## config.mk

```make
export PLATFORM = sky130hd
export DESIGN_NAME = conv_peak_tdoa
export DESIGN_NICKNAME = d
export VERILOG_FILES = /design/src/rtl/conv_peak_tdoa_pkg.sv /design/src/rtl/conv_peak_ch.sv /design/src/rtl/conv_peak_tdoa.sv
export SDC_FILE = /design/constraint.sdc
export NUM_CORES = 1
export LEC_CHECK = 0
export CORE_ASPECT_RATIO = 1.25
export CORE_MARGIN = 8
export CORE_UTILIZATION = 42
export CTS_BUF_LIST = sky130_fd_sc_hd__clkbuf_4 sky130_fd_sc_hd__clkbuf_8
export DETAILED_ROUTE_END_ITERATION = 8
export GPL_TIMING_DRIVEN = 0
export SKIP_CTS_REPAIR_TIMING = 1
export SLEW_MARGIN = 5
export SYNTH_ARGS = -nofsm -noshare
export SYNTH_HDL_FRONTEND = slang
export SYNTH_SLANG_ARGS = --single-unit
```

## constraint.sdc

```tcl
create_clock -name clks -period 8.4 [get_ports clks]
set_input_delay 0.84 -clock clks [delete_from_list [all_inputs] [get_ports clks]]
set_output_delay 0.84 -clock clks [all_outputs]
set_load 0.01 [all_outputs]
```

## src/rtl/conv_peak_tdoa_pkg.sv

```systemverilog
// Shared definitions for the convolution peak / time-difference stage:
// measurement FSM encoding and the dead-time counter width helper.
package conv_peak_tdoa_pkg;

    typedef enum logic [1:0] {
        ST_IDLE   = 2'd0,
        ST_ARMED  = 2'd1,
        ST_REPORT = 2'd2
    } tdoa_state_e;

    // Bits needed to hold 0..dead; never narrower than one bit so DEAD=0 still builds.
    function automatic int dead_cnt_w(input int dead);
        int w;
        w = $clog2(dead + 1);
        return (w < 1) ? 1 : w;
    endfunction

endpackage

```

## src/rtl/conv_peak_ch.sv

```systemverilog
// One correlation channel: 3-sample window, fill count, thresholded local-maximum
// detection with a dead time, and the registered PEAK_VAL / peak_en outputs.
module conv_peak_ch
    import conv_peak_tdoa_pkg::*;
#(
    parameter int DW     = 16,
    parameter int DEAD   = 8,
    parameter int SIGNED = 1
)(
    input  logic          clks,
    input  logic          rst,
    input  logic          data_en,
    input  logic [DW-1:0] din,
    input  logic [DW-1:0] thr,
    output logic [DW-1:0] peak_val,
    output logic          peak_en
);

    localparam int             DCW       = dead_cnt_w(DEAD);
    localparam logic [DCW-1:0] DEAD_LOAD = DCW'(DEAD);

    logic [DW-1:0]  x2_q, x2_d, x1_q, x1_d, x0_q, x0_d;
    logic [1:0]     fill_q, fill_d;
    logic [DCW-1:0] dead_q, dead_d;
    logic [DW-1:0]  peak_val_q, peak_val_d;
    logic           peak_en_q, peak_en_d;
    logic           peak_hit_s;

    // a > b in the configured number representation
    function automatic logic gt(input logic [DW-1:0] a, input logic [DW-1:0] b);
        logic r;
        if (SIGNED != 0) begin
            r = ($signed(a) > $signed(b));
        end else begin
            r = (a > b);
        end
        return r;
    endfunction

    // Shift the window on each strobe and judge the window it will hold after the
    // shift (x2=x1_q, x1=x0_q, x0=din), so peak_en rises one cycle after the strobe.
    always_comb begin
        x2_d       = x2_q;
        x1_d       = x1_q;
        x0_d       = x0_q;
        fill_d     = fill_q;
        dead_d     = dead_q;
        peak_val_d = peak_val_q;
        peak_en_d  = 1'b0;
        peak_hit_s = 1'b0;
        if (data_en) begin
            x2_d = x1_q;
            x1_d = x0_q;
            x0_d = din;
            if (fill_q != 2'd3) begin
                fill_d = fill_q + 2'd1;
            end else begin
                fill_d = fill_q;
            end
            // rising into x1, not rising out of it (flat top reports once), above threshold
            peak_hit_s = (fill_q >= 2'd2) && gt(x0_q, x1_q) && !gt(din, x0_q) &&
                         gt(x0_q, thr) && (dead_q == {DCW{1'b0}});
            if (peak_hit_s) begin
                peak_en_d  = 1'b1;
                peak_val_d = x0_q;
                dead_d     = DEAD_LOAD;
            end else if (dead_q != {DCW{1'b0}}) begin
                dead_d = dead_q - {{(DCW-1){1'b0}}, 1'b1};
            end else begin
                dead_d = dead_q;
            end
        end else begin
            peak_en_d = 1'b0;
        end
    end

    // Channel state registers with synchronous reset
    always_ff @(posedge clks) begin
        if (rst) begin
            x2_q       <= {DW{1'b0}};
            x1_q       <= {DW{1'b0}};
            x0_q       <= {DW{1'b0}};
            fill_q     <= 2'd0;
            dead_q     <= {DCW{1'b0}};
            peak_val_q <= {DW{1'b0}};
            peak_en_q  <= 1'b0;
        end else begin
            x2_q       <= x2_d;
            x1_q       <= x1_d;
            x0_q       <= x0_d;
            fill_q     <= fill_d;
            dead_q     <= dead_d;
            peak_val_q <= peak_val_d;
            peak_en_q  <= peak_en_d;
        end
    end

    assign peak_val = peak_val_q;
    assign peak_en  = peak_en_q;

endmodule

```

## src/rtl/conv_peak_tdoa.sv

```systemverilog
// Multi-channel convolution peak detector with time-difference measurement of
// each channel's first peak relative to the channel-0 reference peak.
module conv_peak_tdoa
    import conv_peak_tdoa_pkg::*;
#(
    parameter int NCH    = 2,
    parameter int DW     = 16,
    parameter int TW     = 16,
    parameter int DEAD   = 8,
    parameter int SIGNED = 1
)(
    input  logic                  clks,
    input  logic                  rst,
    input  logic                  data_en,
    input  logic [NCH*DW-1:0]     DATA_IN,
    input  logic [DW-1:0]         FIX_POROG,
    input  logic [TW-1:0]         T_MAX,
    output logic [NCH*DW-1:0]     PEAK_VAL,
    output logic [NCH-1:0]        peak_en,
    output logic [(NCH-1)*TW-1:0] SUB_T,
    output logic [NCH-2:0]        sub_t_vld,
    output logic                  sub_t_en
);

    localparam logic [TW-1:0] TW_ONES = {TW{1'b1}};

    tdoa_state_e              state_q, state_d;
    logic [TW-1:0]            scnt_q, scnt_d;
    logic [(NCH-1)*TW-1:0]    sub_t_q, sub_t_d;
    logic [NCH-2:0]           vld_q, vld_d;
    logic                     sub_t_en_q, sub_t_en_d;
    logic [TW-1:0]            tmax_eff_s, scnt_inc_s;
    logic                     all_cap_s;

    for (genvar k = 0; k < NCH; k++) begin : g_ch
        conv_peak_ch #(
            .DW     (DW),
            .DEAD   (DEAD),
            .SIGNED (SIGNED)
        ) u_ch (
            .clks     (clks),
            .rst      (rst),
            .data_en  (data_en),
            .din      (DATA_IN[k*DW +: DW]),
            .thr      (FIX_POROG),
            .peak_val (PEAK_VAL[k*DW +: DW]),
            .peak_en  (peak_en[k])
        );
    end

    // Measurement FSM: arm on a reference peak, capture first peaks, report once.
    // The valid flags double as the per-channel "already captured" marks.
    always_comb begin
        state_d    = state_q;
        scnt_d     = scnt_q;
        sub_t_d    = sub_t_q;
        vld_d      = vld_q;
        all_cap_s  = 1'b0;
        tmax_eff_s = (T_MAX == {TW{1'b0}}) ? TW_ONES : T_MAX;
        scnt_inc_s = (scnt_q == TW_ONES) ? scnt_q : (scnt_q + {{(TW-1){1'b0}}, 1'b1});
        case (state_q)
            ST_IDLE: begin
                if (peak_en[0]) begin
                    scnt_d = {TW{1'b0}};
                    for (int k = 1; k < NCH; k++) begin
                        if (peak_en[k]) begin
                            sub_t_d[(k-1)*TW +: TW] = {TW{1'b0}};
                            vld_d[k-1]              = 1'b1;
                        end else begin
                            sub_t_d[(k-1)*TW +: TW] = TW_ONES;
                            vld_d[k-1]              = 1'b0;
                        end
                    end
                    all_cap_s = &vld_d;
                    if (all_cap_s) begin
                        state_d = ST_REPORT;
                    end else begin
                        state_d = ST_ARMED;
                    end
                end else begin
                    state_d = ST_IDLE;
                end
            end
            ST_ARMED: begin
                if (data_en) begin
                    scnt_d = scnt_inc_s;
                end else begin
                    scnt_d = scnt_q;
                end
                for (int k = 1; k < NCH; k++) begin
                    if (peak_en[k] && !vld_q[k-1]) begin
                        sub_t_d[(k-1)*TW +: TW] = scnt_q;
                        vld_d[k-1]              = 1'b1;
                    end else begin
                        sub_t_d[(k-1)*TW +: TW] = sub_t_q[(k-1)*TW +: TW];
                        vld_d[k-1]              = vld_q[k-1];
                    end
                end
                all_cap_s = &vld_d;
                if (all_cap_s || (data_en && (scnt_inc_s >= tmax_eff_s))) begin
                    state_d = ST_REPORT;
                end else begin
                    state_d = ST_ARMED;
                end
            end
            ST_REPORT: begin
                state_d = ST_IDLE;
            end
            default: begin
                state_d = ST_IDLE;
            end
        endcase
        if (state_d == ST_REPORT) begin
            sub_t_en_d = 1'b1;
        end else begin
            sub_t_en_d = 1'b0;
        end
    end

    // FSM, sample counter and capture registers with synchronous reset
    always_ff @(posedge clks) begin
        if (rst) begin
            state_q    <= ST_IDLE;
            scnt_q     <= {TW{1'b0}};
            sub_t_q    <= {((NCH-1)*TW){1'b0}};
            vld_q      <= {(NCH-1){1'b0}};
            sub_t_en_q <= 1'b0;
        end else begin
            state_q    <= state_d;
            scnt_q     <= scnt_d;
            sub_t_q    <= sub_t_d;
            vld_q      <= vld_d;
            sub_t_en_q <= sub_t_en_d;
        end
    end

    assign SUB_T     = sub_t_q;
    assign sub_t_vld = vld_q;
    assign sub_t_en  = sub_t_en_q;

endmodule
```

; ---- Word-level counts from Yosys, hierarchy flattened
; Cells that the tools add are included.
[classes]
add_sub_neg = 5
n_lt_le_gt_ge = 9
eq_ne = 8
n_mux = 33
bitwise = 1
n_reduce_logical = 33
[op_table]
columns = operator, n
row1 = 16-bit two-way mux, 7
row2 = 16-bit greater-than comparator, 6
row3 = 16-bit case mux with 2 select lines, 2
row4 = 16-bit by 1-bit adder with 16-bit output (second input constant), 1
row5 = 16-bit == test (second input constant), 1
row6 = 16-bit >= comparator, 1
row7 = 16-bit zero test, 1
row8 = 4-bit two-way mux, 4
row9 = 1-bit two-way mux, 15
row10 = 2-bit AND reduction, 7
row11 = 1-bit logical AND, 10
row12 = 4-bit zero test, 2
row13 = 2-bit inequality test (second input constant), 4
row14 = 4-bit nonzero test, 2
row15 = 4-bit by 1-bit subtractor with 4-bit output (second input constant), 2
row16 = 2-bit two-way mux, 3
row17 = 3-bit AND reduction, 2
row18 = 2-bit nonzero test, 3
row19 = 2-bit by 1-bit adder with 2-bit output (second input constant), 2
row20 = 2-bit >= comparator (second input constant), 2
row21 = 2-bit case mux with 2 select lines, 1
row22 = 1-bit zero test, 3
row23 = 2-bit by 1-bit == test with 1-bit output (second input constant), 1
row24 = 2-bit == test (second input constant), 1
row25 = 6 further kinds, 6
[totals]
regBits = 146
inputBits = 67
out_inout_bits = 52

; ---- Longest topological paths before layout
[depth]
ltp_word = 9
ltp_mapped = 16
depth_no_buf = 15

; ---- Hierarchy
; From an unflattened synthesis, not the netlist that was laid out.
[unflattened]
hier_cells = 1076
area_unflattened_um2 = 9268.9
[by_module_without_submodules]
columns = module, n_inst, cells_each, area_per_inst_um2, seq_area_each_um2
row1 = conv_peak_ch, 2, 385, 3423.3, 1101.1
row2 = conv_peak_tdoa, 1, 306, 2422.3, 720.7

; ---- Least setup slack after synthesis
; OpenSTA, ideal clock, no wires.
[synth_path]
kind = input -> register
start = in FIX_POROG[7]
end = reg g_ch[1].u_ch.peak_val_q[10]
setup_time_ns = 0.072
arrival_time_ns = 3.262
required_ns = 8.328
path_slack_ns = 5.067
cell_stages = 11
n_path_buf = 2
path_cell_list = inv_1 > ha_1 > a21oi_2 > o21ai_1 > a311o_1 > or4_1 > a2111oi_2 > and3_1 > buf_6 > buf_12 > mux2i_1
[synth_via]
elab_chain_cells = 5
[synth_lines]
columns = item, line_no
row1 = start: declaration, conv_peak_tdoa.sv:16  ; input logic [DW-1:0] FIX_POROG,
row2 = 16-bit greater-than comparator, conv_peak_ch.sv:33  ; r = ($signed(a) > $signed(b));
row3 = 1-bit two-way mux, conv_peak_ch.sv:51  ; if (data_en) begin
row4 = 1-bit logical AND, conv_peak_ch.sv:61  ; peak_hit_s = (fill_q >= 2'd2) && gt(x0_q, x1_q) && !gt(din, x0_q) &&
row5 = 1-bit logical AND, conv_peak_ch.sv:62  ; gt(x0_q, thr) && (dead_q == {DCW{1'b0}});
row6 = 2-bit AND reduction (no source line), --
row7 = end signal: assignment, conv_peak_ch.sv:85  ; peak_val_q <= {DW{1'b0}};
row8 = end signal: assignment, conv_peak_ch.sv:93  ; peak_val_q <= peak_val_d;
row9 = end: declaration, conv_peak_ch.sv:25  ; logic [DW-1:0] peak_val_q, peak_val_d;
; Every way passes these cells. The select of a mux whose other input is x is not followed.
; A chain may end at the register's enable or synchronous reset.

; ---- Worst setup path in the final report
[layout_path]
start = reg scnt_q[0]
end = reg sub_t_en_q, in the netlist sub_t_en
[layout_via]
elab_chain_cells = 9
word_cells_on_any_way = 10
cone_classes = add/sub (1) / order compare (1) / eq/ne (2) / mux (4) / reduce/logical (2)
[layout_lines]
columns = item, line_no
row1 = start: declaration, conv_peak_tdoa.sv:28  ; logic [TW-1:0] scnt_q, scnt_d;
row2 = start signal: assignment, conv_peak_tdoa.sv:124  ; scnt_q <= {TW{1'b0}};
row3 = start signal: assignment, conv_peak_tdoa.sv:130  ; scnt_q <= scnt_d;
row4 = 16-bit by 1-bit adder with 16-bit output / 16-bit == test (equally long branches), conv_peak_tdoa.sv:60  ; scnt_inc_s = (scnt_q == TW_ONES) ? scnt_q : (scnt_q + {{(TW-1){1'b0}}, 1'b1});
row5 = 16-bit two-way mux *, conv_peak_tdoa.sv:60
row6 = 16-bit >= comparator *, conv_peak_tdoa.sv:100  ; if (all_cap_s || (data_en && (scnt_inc_s >= tmax_eff_s))) begin
row7 = 1-bit logical AND *, conv_peak_tdoa.sv:100
row8 = 1-bit logical OR *, conv_peak_tdoa.sv:100
row9 = 2-bit two-way mux *, conv_peak_tdoa.sv:100
row10 = 2-bit case mux with 2 select lines *, conv_peak_tdoa.sv:61  ; case (state_q)
row11 = 2-bit == test *, conv_peak_tdoa.sv:113  ; if (state_d == ST_REPORT) begin
row12 = 1-bit two-way mux *, conv_peak_tdoa.sv:113
row13 = end signal: assignment, conv_peak_tdoa.sv:133  ; sub_t_en_q <= sub_t_en_d;
row14 = end: declaration, conv_peak_tdoa.sv:31  ; logic sub_t_en_q, sub_t_en_d;
; Every way passes the cells marked *; elsewhere a longest branch is shown, timed or not.

==> flow_results.org <==
** Layout
- Number of cells in the finished layout apart from fillers :: around 1500
- Number of inserted diodes :: 0
- The area growth from synthesis to layout is 22.01%.
- In the final layout, the share of cells above drive strength 1 is approximately 4.2%.
- For this run, the post-layout net count is 1369.
- Counting the fill cells in the layout gives just over 2000.

** Global routing
- The number of antenna violations at the first check in global routing was 0.
- Entering global routing, the biggest net connects 17 pins.
- Number of global-route vias before repair :: 7441
- Aggregate global-route resource usage :: 17.99%
- The first global-routing pass estimated roughly 39000 um of wire.
- Total overflow reported by the global router :: 0

** Timing
- Across all setup checks in the final design, the least slack found is between 4 and 5 ns.
- After layout, the worst path uses between 40% and 50% of the clock period.
- Least-Margin Pin Slew :: about 1.1 ns
- Worst Hold Slack :: roughly 0.45 ns
- Derived from the worst setup path, the maximum achievable clock frequency is approximately 260 MHz.
- The smallest clock period supported by the final layout is computed as 3.825 ns.
- Setup repair after global routing missed its margin :: no
- Worst-case clock skew :: between 0.02 and 0.025 ns
- Max Transition Viols Final :: 0
- Number of failing setup endpoints in the final timing report :: 0
- Setup TNS :: 0 ns
- Final hold vios :: 0
- Measured against its own limit, the worst slew margin works out to between 20% and 30%.

** Die
- Starting utilization of the core area :: 42.28%
- Die width :: about 150 um
- After floorplanning, the core was sized to cover 21250 sq um.
- Die Area :: about 26000 sq um
- Pin placement for this block handled approximately 120 I/O pins.
- The floorplan step set the die height to about 180 um.
- In this run the core area contains 60 standard-cell rows.

** Route
- In the final routed layout, each cell accounts on average for ~16 um.
- The first detailed-routing pass ran for 5 iterations.
- Summed over all layers, the routed wires come to around 24000 um.
- After detailed routing, the number of vias per cell comes to 5.129.
- For this run, design rule violations remaining after detail routing come to 0.
- Initial DRC count :: 327
- The routed layout has roughly 7600 vias.
- Post-detailed-route count of antenna-violating nets :: 0

** Logic synthesis
- In this run, distinct cell masters in the synthesized netlist total 60.
- Synthesis handed over a netlist of ~1000 instances.
- During synthesis, Yosys emitted a total of 0 warnings.
- Counting flops with a built-in enable in the synthesized netlist gives 0.
- Counting flops and latches in the post-synthesis netlist gives 146.
- A synthesized cell averages between 8 and 9 sq um.
- The cell area that synthesis handed to floorplanning was 8982 sq um.
- In the synthesized netlist the async set-or-reset flop fraction comes to 0%.
- Sequential cell area fraction in the yosys report :: 32.54%
- Number of nets in the synthesized netlist :: ~1200
- Most instantiated flip-flop cell in the synthesis netlist :: sky130_fd_sc_hd__dfxtp_1

** Worst setup path
- Critical path required time :: about 8.7 ns
- Critical Path End Type :: register
- At the worst endpoint, the arrival time is between 4 and 5 ns.
- Type of the worst setup path :: register to register
- Maximum single-stage delay on the critical path :: ~0.48 ns
- In this design, the critical path's most frequently occurring cell is sky130_fd_sc_hd__a21o_1.
- Along the worst path, the maximum fanout reaches 6.
- Category of the worst setup path launch point :: register
- Crit-path cells :: ha_1 -> nand2_1 -> or4_1 -> nor2_1 -> or3b_1 -> clkbuf_1 -> nor2_1 -> xor2_1 -> ha_1 -> a21o_1 -> a21o_1 -> a21o_1 -> a21oi_1 -> o211ai_1 -> a21oi_1 -> a2111oi_0
- Standard cell with the maximum stage delay on the critical path :: sky130_fd_sc_hd__dfxtp_1

** CTS
- TritonCTS clock tree :: built
- Clock Latency Late Sink :: 0.44 ns
- Clock Pin Slew Worst Setup and Hold Paths :: roughly 0.090 ns
- Deepest level of the CTS H-tree :: 4
- The clock passes through at most 2 buffers.
- Counting every sink on the clock net gives about 150.
- In this run the clock root is driven by a sky130_fd_sc_hd__clkbuf_8.
- Inserted Clock Buffers :: 17

** Worst hold path
- In this run the worst hold path is classified as register to register.

** Power
- Max rail drop VDD :: ~0.12 mV
- In this run the static leakage power is around 4.5 nW.
- Dividing total power by cell area gives a power density of 155.6 nW/um^2.

** Place
- Summed over all nets, the half-perimeter wirelength after detailed placement is ~19000 um.
- At the end of routability-driven placement, the weighted congestion stood at 0.8913.
- Count of buffers from port buffering :: ~120
- Post-Place Setup Slack :: about 4.2 ns
- The number of placed instances, taps included, is approximately 1400.

** Run status
- The run finished with clean final reports.

** Flow run
- Max-cap violations in this run came to 0.
## cell type report
class                      instances  area, sq um  share of cell area, %
multi-input combinational        757         5484                  50.04
sequential                       146         2923                  26.67
timing repair buffer             118         1181                  10.78
inverter                          98        367.9                  3.357
tap                              279        349.1                  3.185
clock buffer                      20        269.0                  2.455
buffer                            45        207.7                  1.895
clock inverter                    12        177.7                  1.621
## kinds of logic (layout without fill, tap and decap cells)
family                   count (synthesis)  count (layout)  synth area share, %
AO/OA/AOI/OAI                          170             170                11.98
XOR/XNOR                                12              12                1.170
adder cells (fa/ha/maj)                119             119                16.58
buffers and inverters                  143             293                6.408
flip-flops                             146             146                32.54
multiplexers                           100             100                11.19
AND/OR/NAND/NOR                        356             356                20.14
## cells in the final DEF, fill, tap and decap left out, types with 9 or more instances in the layout
cell type                         instances
sky130_fd_sc_hd__nor2_1                 121
sky130_fd_sc_hd__ha_1                   119
sky130_fd_sc_hd__clkbuf_1                35
sky130_fd_sc_hd__a21o_1                  10
sky130_fd_sc_hd__nor4_1                  14
sky130_fd_sc_hd__and4_1                   9
sky130_fd_sc_hd__nand2_1                 57
sky130_fd_sc_hd__o211ai_1                24
sky130_fd_sc_hd__nand3_1                 16
sky130_fd_sc_hd__a21oi_1                 68
sky130_fd_sc_hd__mux2i_1                 97
sky130_fd_sc_hd__dfxtp_1                146
sky130_fd_sc_hd__inv_1                   98
sky130_fd_sc_hd__clkdlybuf4s50_1        118
sky130_fd_sc_hd__nor3_1                  13
sky130_fd_sc_hd__nand2b_1                75
sky130_fd_sc_hd__clkbuf_8                19
sky130_fd_sc_hd__o21ai_0                 20
sky130_fd_sc_hd__nand4_1                 16
## per-layer routing
| metal | up-vias | global-route usage, % | part of all wire [%] |
|---|---|---|---|
| li1 | 3912 | - | - |
| met1 | 3484 | 21.54 | 44 |
| met2 | 146 | 31.28 | 49 |
| met3 | 24 | 3.317 | 3.9 |
| met4 | 0 | 6.650 | 2.4 |
| met5 | - | 0 | 0 |
## final timing paths
path	slack, ns	start	cells past startpoint	end
worst max-delay path	4.58	scnt_q[0]	16	sub_t_en
worst min-delay path	0.45	SUB_T[4]	2	SUB_T[4]
worst max register to register	4.58	scnt_q[0]	16	sub_t_en
worst min register to register	0.45	SUB_T[4]	2	SUB_T[4]
## stage by stage
stage	cell area, sq um	power (mW)	util, %
after CTS	10960	1.726	51.58
after global routing	10960	1.807	51.58
after floorplan	8982	0.9884	-
after global placement	10510	1.093	49.48
after detailed placement	10510	1.099	49.48
final	10960	1.706	51.58
## cell usage after synthesis, drive strengths merged, types with 3 or more instances
library cell / instances / area share, %
dfxtp: 146 / 33
nor2: 121 / 5.1
ha: 119 / 17
inv: 98 / 4.1
mux2i: 97 / 11
nand2b: 75 / 5.2
a21oi: 69 / 3.9
nand2: 57 / 2.4
clkbuf: 35 / 1.5
o21ai: 25 / 1.4
o211ai: 24 / 2.0
nand3: 16 / 0.89
nand4: 16 / 1.1
nor3: 14 / 0.91
nor4: 14 / 0.98
a21o: 10 / 0.84
and4: 10 / 0.99
buf: 10 / 0.85
a211oi: 6 / 0.50
a22o: 6 / 0.59
and3: 6 / 0.42
or4: 6 / 0.50
xnor2: 6 / 0.59
xor2: 6 / 0.59
nor2b: 5 / 0.35
o31ai: 4 / 0.33
a2111oi: 3 / 0.36
a31oi: 3 / 0.21
and2: 3 / 0.21
mux2: 3 / 0.38
o22ai: 3 / 0.21
or3: 3 / 0.26
## power by group
part | switching [mW] | leakage (nW) | internal [mW]
logic | 0.169 | 3.09 | 0.156
registers | 0.0341 | 1.19 | 0.723
clock network | 0.280 | 0.227 | 0.344
total | 0.483 | 4.50 | 1.22
## flip-flops by register name (all words and copies together), names as in the netlist
register            count
g_ch.u_ch.peak_val     32
scnt_q                 16
g_ch.u_ch.peak_en       2
state_q                 2
sub_t_vld               1
sub_t_en                1
g_ch.u_ch.dead_q        8
SUB_T                  16
g_ch.u_ch.x1_q         32
g_ch.u_ch.fill_q        4
g_ch.u_ch.x0_q         32
## worst max-delay path: cells and delay by family, from the launching register on
kind	cells	cell delay, ns
AND/OR/NAND/NOR	5	1.28
XOR/XNOR	1	0.17
adder cells (fa/ha/maj)	2	0.48
AO/OA/AOI/OAI	7	1.04
flip-flops	1	0.48
buffers and inverters	1	0.21
Power figures use the tool's default switching activity.
